$ cat src/rtl/pipelined_adder_if.sv
`default_nettype none
// ============================================================================
//  Module   : pipelined_adder_if
//  Purpose  : Operand/result stream bundle for pipelined_adder.
//  Revision : 1.0 - initial release
// ============================================================================
interface pipelined_adder_if #(
  parameter int WIDTH = 16
);
  logic             in_valid;
  logic             in_ready;
  logic [WIDTH-1:0] a;
  logic [WIDTH-1:0] b;
  logic             ci;
  logic             out_valid;
  logic             out_ready;
  logic [WIDTH-1:0] result;
  logic             carry;

  // master: the producer/consumer around the adder; slave: the adder itself
  modport master (
    output in_valid, a, b, ci, out_ready,
    input  in_ready, out_valid, result, carry
  );

  modport slave (
    input  in_valid, a, b, ci, out_ready,
    output in_ready, out_valid, result, carry
  );
endinterface
`default_nettype wire

$ cat src/rtl/pipelined_adder.sv
`default_nettype none
// ============================================================================
//  Module   : pipelined_adder
//  Purpose  : Chunked ripple-carry adder, one chunk per stage, valid/ready on
//             both sides. Define PIPELINED_ADDER_SAT_EN to saturate on carry.
//  Revision : 1.0 - initial release
// ============================================================================
module pipelined_adder #(
  parameter int WIDTH  = 16,
  parameter int STAGES = 4
) (
  input  wire logic            clk,
  input  wire logic            reset,
  pipelined_adder_if.slave     bus
);

  localparam int c_CW = WIDTH / STAGES;

  if (STAGES < 1 || STAGES > WIDTH || (WIDTH % STAGES) != 0) begin : g_bad_cfg
    $error("pipelined_adder: WIDTH must be a multiple of STAGES, 1 <= STAGES <= WIDTH");
  end

  logic             r_out_valid;
  logic             r_carry;
  logic [WIDTH-1:0] r_result;
  logic             w_adv;
  logic [WIDTH-1:0] w_result_nxt;

  // Whole pipe moves as one; only out_ready reaches in_ready combinationally.
  assign w_adv        = ~r_out_valid | bus.out_ready;
  assign bus.in_ready = w_adv;

  for (genvar k = 0; k < STAGES; k++) begin : g_stage
    // Stage k sees only the operand bits not yet summed and emits a sum that
    // grows by one chunk, so no register carries bits nobody reads.
    localparam int c_OPW = WIDTH - k * c_CW;
    localparam int c_SW  = (k + 1) * c_CW;

    logic [c_OPW-1:0] w_a_in;
    logic [c_OPW-1:0] w_b_in;
    logic             w_c_in;
    logic             w_v_in;
    logic [c_CW:0]    w_chunk;
    logic [c_SW-1:0]  w_sum_nxt;

    logic             r_vld;
    logic             r_cy;
    logic [c_SW-1:0]  r_sum;

    if (k == 0) begin : g_head
      assign w_a_in    = bus.a;
      assign w_b_in    = bus.b;
      assign w_c_in    = bus.ci;
      assign w_v_in    = bus.in_valid & w_adv;
      assign w_sum_nxt = w_chunk[c_CW-1:0];
    end else begin : g_body
      assign w_a_in    = g_stage[k-1].g_fwd.r_a;
      assign w_b_in    = g_stage[k-1].g_fwd.r_b;
      assign w_c_in    = g_stage[k-1].r_cy;
      assign w_v_in    = g_stage[k-1].r_vld;
      assign w_sum_nxt = {w_chunk[c_CW-1:0], g_stage[k-1].r_sum};
    end

    assign w_chunk = {1'b0, w_a_in[c_CW-1:0]}
                   + {1'b0, w_b_in[c_CW-1:0]}
                   + {{c_CW{1'b0}}, w_c_in};

    always_ff @(posedge clk) begin
      if (reset) begin
        r_vld <= 1'b0;
      end else if (w_adv) begin
        r_vld <= w_v_in;
      end
    end

    always_ff @(posedge clk) begin
      if (w_adv) begin
        r_cy  <= w_chunk[c_CW];
        r_sum <= w_sum_nxt;
      end
    end

    // Upper operand chunks ride along until their own stage is reached.
    if (k < STAGES - 1) begin : g_fwd
      logic [c_OPW-c_CW-1:0] r_a;
      logic [c_OPW-c_CW-1:0] r_b;

      always_ff @(posedge clk) begin
        if (w_adv) begin
          r_a <= w_a_in[c_OPW-1:c_CW];
          r_b <= w_b_in[c_OPW-1:c_CW];
        end
      end
    end
  end

`ifdef PIPELINED_ADDER_SAT_EN
  assign w_result_nxt = g_stage[STAGES-1].r_cy ? '1 : g_stage[STAGES-1].r_sum;
`else
  assign w_result_nxt = g_stage[STAGES-1].r_sum;
`endif

  always_ff @(posedge clk) begin
    if (reset) begin
      r_out_valid <= 1'b0;
      r_result    <= '0;
      r_carry     <= 1'b0;
    end else if (w_adv) begin
      r_out_valid <= g_stage[STAGES-1].r_vld;
      r_result    <= w_result_nxt;
      r_carry     <= g_stage[STAGES-1].r_cy;
    end
  end

  assign bus.out_valid = r_out_valid;
  assign bus.result    = r_result;
  assign bus.carry     = r_carry;

endmodule
`default_nettype wire

$ cat src/flat_wrapper.sv
// flat-port wrapper written by rule: the top's interface ports become plain ports
module pipelined_adder_flat 
#(
  parameter int WIDTH  = 16,
  parameter int STAGES = 4
)
  (clk, reset, bus_in_valid, bus_a, bus_b, bus_ci, bus_out_ready, bus_in_ready, bus_out_valid, bus_result, bus_carry);
  pipelined_adder_if #(.WIDTH(WIDTH)) bus_i ();
  input  wire logic clk;
  input  wire logic reset;
  input wire logic [$bits(bus_i.in_valid)-1:0] bus_in_valid;
  input wire logic [$bits(bus_i.a)-1:0] bus_a;
  input wire logic [$bits(bus_i.b)-1:0] bus_b;
  input wire logic [$bits(bus_i.ci)-1:0] bus_ci;
  input wire logic [$bits(bus_i.out_ready)-1:0] bus_out_ready;
  output wire logic [$bits(bus_i.in_ready)-1:0] bus_in_ready;
  output wire logic [$bits(bus_i.out_valid)-1:0] bus_out_valid;
  output wire logic [$bits(bus_i.result)-1:0] bus_result;
  output wire logic [$bits(bus_i.carry)-1:0] bus_carry;
  assign bus_i.in_valid = bus_in_valid;
  assign bus_i.a = bus_a;
  assign bus_i.b = bus_b;
  assign bus_i.ci = bus_ci;
  assign bus_i.out_ready = bus_out_ready;
  assign bus_in_ready = bus_i.in_ready;
  assign bus_out_valid = bus_i.out_valid;
  assign bus_result = bus_i.result;
  assign bus_carry = bus_i.carry;
  pipelined_adder #(.WIDTH(WIDTH), .STAGES(STAGES)) u_core (.clk(clk), .reset(reset), .bus(bus_i));
endmodule
$ cat config.mk
export PLATFORM = sky130hd
export DESIGN_NAME = pipelined_adder_flat
export DESIGN_NICKNAME = d
export VERILOG_FILES = /design/src/rtl/pipelined_adder_if.sv /design/src/rtl/pipelined_adder.sv /design/src/flat_wrapper.sv
export SDC_FILE = /design/constraint.sdc
export NUM_CORES = 1
export LEC_CHECK = 0
export ABC_AREA = 1
export CORE_MARGIN = 4
export CORE_UTILIZATION = 54
export DETAILED_ROUTE_END_ITERATION = 10
export PLACE_DENSITY_LB_ADDON = 0.05
export RECOVER_POWER = 50
export SYNTH_ARGS = -nofsm -noshare
export SYNTH_HDL_FRONTEND = slang
export SYNTH_SLANG_ARGS = --single-unit
$ cat constraint.sdc
create_clock -name clk -period 2.01 [get_ports clk]
set_input_delay 0.5025 -clock clk [delete_from_list [all_inputs] [get_ports clk]]
set_output_delay 0.5025 -clock clk [all_outputs]
set_load 0.1 [all_outputs]
==> impl_metrics.env <==
export IMPL_status="finished clean"
export IMPL_path_delay_family="buffers and inverters"
export IMPL_cts_setup_buffers=0
export IMPL_fmax_mhz=547.6
export IMPL_cts_resized=0
export IMPL_hold_path_end="u_core.g_stage[3].r_sum[9]"
export IMPL_synth_top_area_share_pct=66.55
export IMPL_hold_class="flop to flop"
export IMPL_peakVddDrop_v=0.0005801
export IMPL_arrival_ps=1320
export IMPL_ant_nets=0
export IMPL_powerDensity_nw_per_um2=1244
export IMPL_critPathLaunchType="input port"
export IMPL_seq_area_frac_synth_pct=77.15
export IMPL_hold_depth=0
export IMPL_synthDistinctLibCells=22
export IMPL_pwr_share_seq_pct=44.5
export IMPL_cts_root_buf="clkbuf_8"
export IMPL_max_stage_delay_ps=450
export IMPL_drc=0
export IMPL_p_total_uw=6709
export IMPL_rows=31
export IMPL_fp_coreArea_sq_um=7370
export IMPL_drv_slew=0
export IMPL_cp_num_cells=4
export IMPL_synth_fp_nets=327
export IMPL_r2r_end="u_core.g_stage[1].r_cy"
export IMPL_synth_adder_area_share_pct=7.474
export IMPL_path_clk_slew_ps=60
export IMPL_crit_fanout=6
export IMPL_drtIter0Drc=93
export IMPL_clkLatencyLatePin_ps=500
export IMPL_required_ps=1510
export IMPL_worstSetupStartpoint="bus_out_ready"
export IMPL_swShare_pct=24.19
export IMPL_dp_hpwl_mm=3.599
export IMPL_final_common_cell="edfxtp_1"
export IMPL_clockBufferDepth=2
export IMPL_die_area_sq_um=9155
export IMPL_synth_top_family_by_area="adder cells"
export IMPL_power_frac_comb_pct=11.4
export IMPL_cts_hold_buf=0
export IMPL_synth_xor_area_share_pct=0.8439
export IMPL_synth_compound_area_share_pct=3.918
export IMPL_drt_pre_antenna_iters=4
export IMPL_clkPwrFrac_pct=44.1
export IMPL_min_delay_start="u_core.g_stage[2].r_sum[9]"
export IMPL_globalplace_congestion=0.7292
export IMPL_syn_area_per_cell_sq_um=15.38
export IMPL_slowest_stage="clkdlybuf4s50_1"
export IMPL_start_util_pct=56.33
export IMPL_fin_skew_ps=5.443
export IMPL_layout_drive_gt1_share_pct=17.13
export IMPL_r2r_slack_ps=220
export IMPL_netlist_area_sq_um=4151
export IMPL_fill_cells=493
export IMPL_nets=400
export IMPL_syn_inst=270
export IMPL_path_cells="clkdlybuf4s50_1 > inv_1 > nand2_4 > buf_12"
export IMPL_power_switching_uw=1623
export IMPL_cts_tree="done"
export IMPL_grt_pass1_wl_mm=9.459
export IMPL_internal_power_uw=5086
export IMPL_path_buf_inv=3
export IMPL_io_pins=56
export IMPL_die_x_um=95.68
export IMPL_grt_usage_pct=14.25
export IMPL_worst_slew_margin_rel_pct=55.58
export IMPL_ys_ff_latch=114
export IMPL_tightest_slew_ps=666.2
export IMPL_period_share_pct=90.86
export IMPL_vias=2146
export IMPL_hold_violations=0
export IMPL_die_h_um=95.68
export IMPL_critical_path_class="input port to output port"
export IMPL_rsz0062_at_grt="no"
export IMPL_h_tree_depth=4
export IMPL_endpoint_kind="output port"
export IMPL_grt_overflow_total=0
export IMPL_cts_buffers=17
export IMPL_p_leak_uw=0.002207
export IMPL_timing_max_cap_violations=0
export IMPL_final_cell_mix="92 x edfxtp_1, 42 x nor2_1, 25 x dlygate4sd3_1"
export IMPL_placed_area_sq_um=4807
export IMPL_synth_warnings=0
export IMPL_period_needed_ps=1826
export IMPL_setup_viol=0
export IMPL_io_buffers=55
export IMPL_clock_sinks=114
export IMPL_worstReg2RegStart="u_core.g_stage[0].g_fwd.r_b[0]"
export IMPL_first_global_vias=2194
export IMPL_grt_max_degree=54
export IMPL_grt_antenna_before_repair=0
export IMPL_routedWlPerCell_um=12.24
export IMPL_yosysTopAreaCell="edfxtp_1"
export IMPL_yosys_area_share_simple_pct=7.052
export IMPL_rr_worst_depth=4
export IMPL_synthMuxAreaShare_pct=0
export IMPL_ys_top_cells_by_area="edfxtp_1 67%, dfxtp_1 11%, fa_1 3.9%, nor2_1 3.8%, ha_1 3.6%"
export IMPL_final_area_sq_um=5393
export IMPL_wl_mm=5.569
export IMPL_syn_to_final_growth_pct=29.90
export IMPL_diodes=0
export IMPL_viasPerCell=4.716
[flip-flops by register name (all words and copies together), names as in the netlist]
register / count
u_core.bus.result: 16
u_core.bus.carry: 1
u_core.g_stage.g_fwd.r_a: 24
u_core.bus.out_valid: 1
u_core.g_stage.r_vld: 4
u_core.g_stage.g_fwd.r_b: 24
u_core.g_stage.r_sum: 40
u_core.g_stage.r_cy: 4
[power groups by stage]
| stage | Clock, uW | Sequential [uW] | Combinational (uW) |
|---|---|---|---|
| floorplan | 0 | 3360 | 224 |
| global placement | 0 | 3020 | 767 |
| detailed placement | 0 | 3030 | 780 |
| CTS | 3020 | 2990 | 785 |
| global route | 3130 | 3020 | 830 |
| finish | 2960 | 2990 | 764 |
[layout make-up]
| class | instances | area, sq um | share of cell area [%] |
|---|---|---|---|
| clock inverters | 10 | 91.34 | 1.694 |
| well taps | 99 | 123.9 | 2.297 |
| multi-input cells | 127 | 800.8 | 14.85 |
| repair buffers | 60 | 556.8 | 10.32 |
| clock buffers | 22 | 528.0 | 9.791 |
| inverters | 23 | 88.84 | 1.647 |
| flip-flops and latches | 114 | 3203 | 59.40 |
[Yosys cell counts]
master / number
ha_1: 12
o21ai_1: 6
nand2_1: 17
inv_4: 1
xnor2_1: 3
dfxtp_1: 22
o21bai_1: 1
nor2_1: 42
nor2_2: 3
or2_2: 1
inv_2: 1
xor2_1: 1
buf_6: 3
buf_8: 1
inv_1: 21
nand2_4: 1
nand3_1: 7
a21oi_1: 7
buf_2: 2
fa_1: 8
edfxtp_1: 92
o21ai_0: 18
[through the flow]
stage	cells	utilization (%)	TNS [ps]	setup slack [ps]	hold WS (ps)
floorplan	270	-	0	14.35	400.3
global placement	423	65.23	-39.92	-27.40	400.5
detailed placement	423	65.23	-180.7	-73.00	404.5
CTS	455	73.63	0	135.3	414.1
global route	455	73.17	0	125.6	424.4
finish	455	73.17	0	183.8	411.7
[how the worst max path moves through the flow]
stage | endpoint | slack [ps]
floorplan | bus_in_ready | 10
global placement | u_core.g_stage[0].r_sum[1] | -30
detailed placement | u_core.g_stage[0].r_sum[1] | -70
CTS | bus_in_ready | 140
global route | u_core.bus.result[10] | 130
finish | bus_in_ready | 180
[metal layers]
layer	GRT usage [%]	up-vias	part of all wire [%]	wire length, um
met5	0	-	0	0
met4	8.057	0	1.8	102
met3	5.919	10	6.7	371
met2	22.52	63	48	2661
met1	16.35	985	44	2433
li1	-	1088	-	-
[logic make-up (layout without fill, tap and decap cells)]
kind of cell    after synthesis  after routing
simple gates                 71             71
xor+xnor                      4              4
compound gates               32             32
buf+inv                      29            115
fa+ha+maj                    20             20
flops                       114            114
No activity file was read; power rests on OpenSTA's default activity.
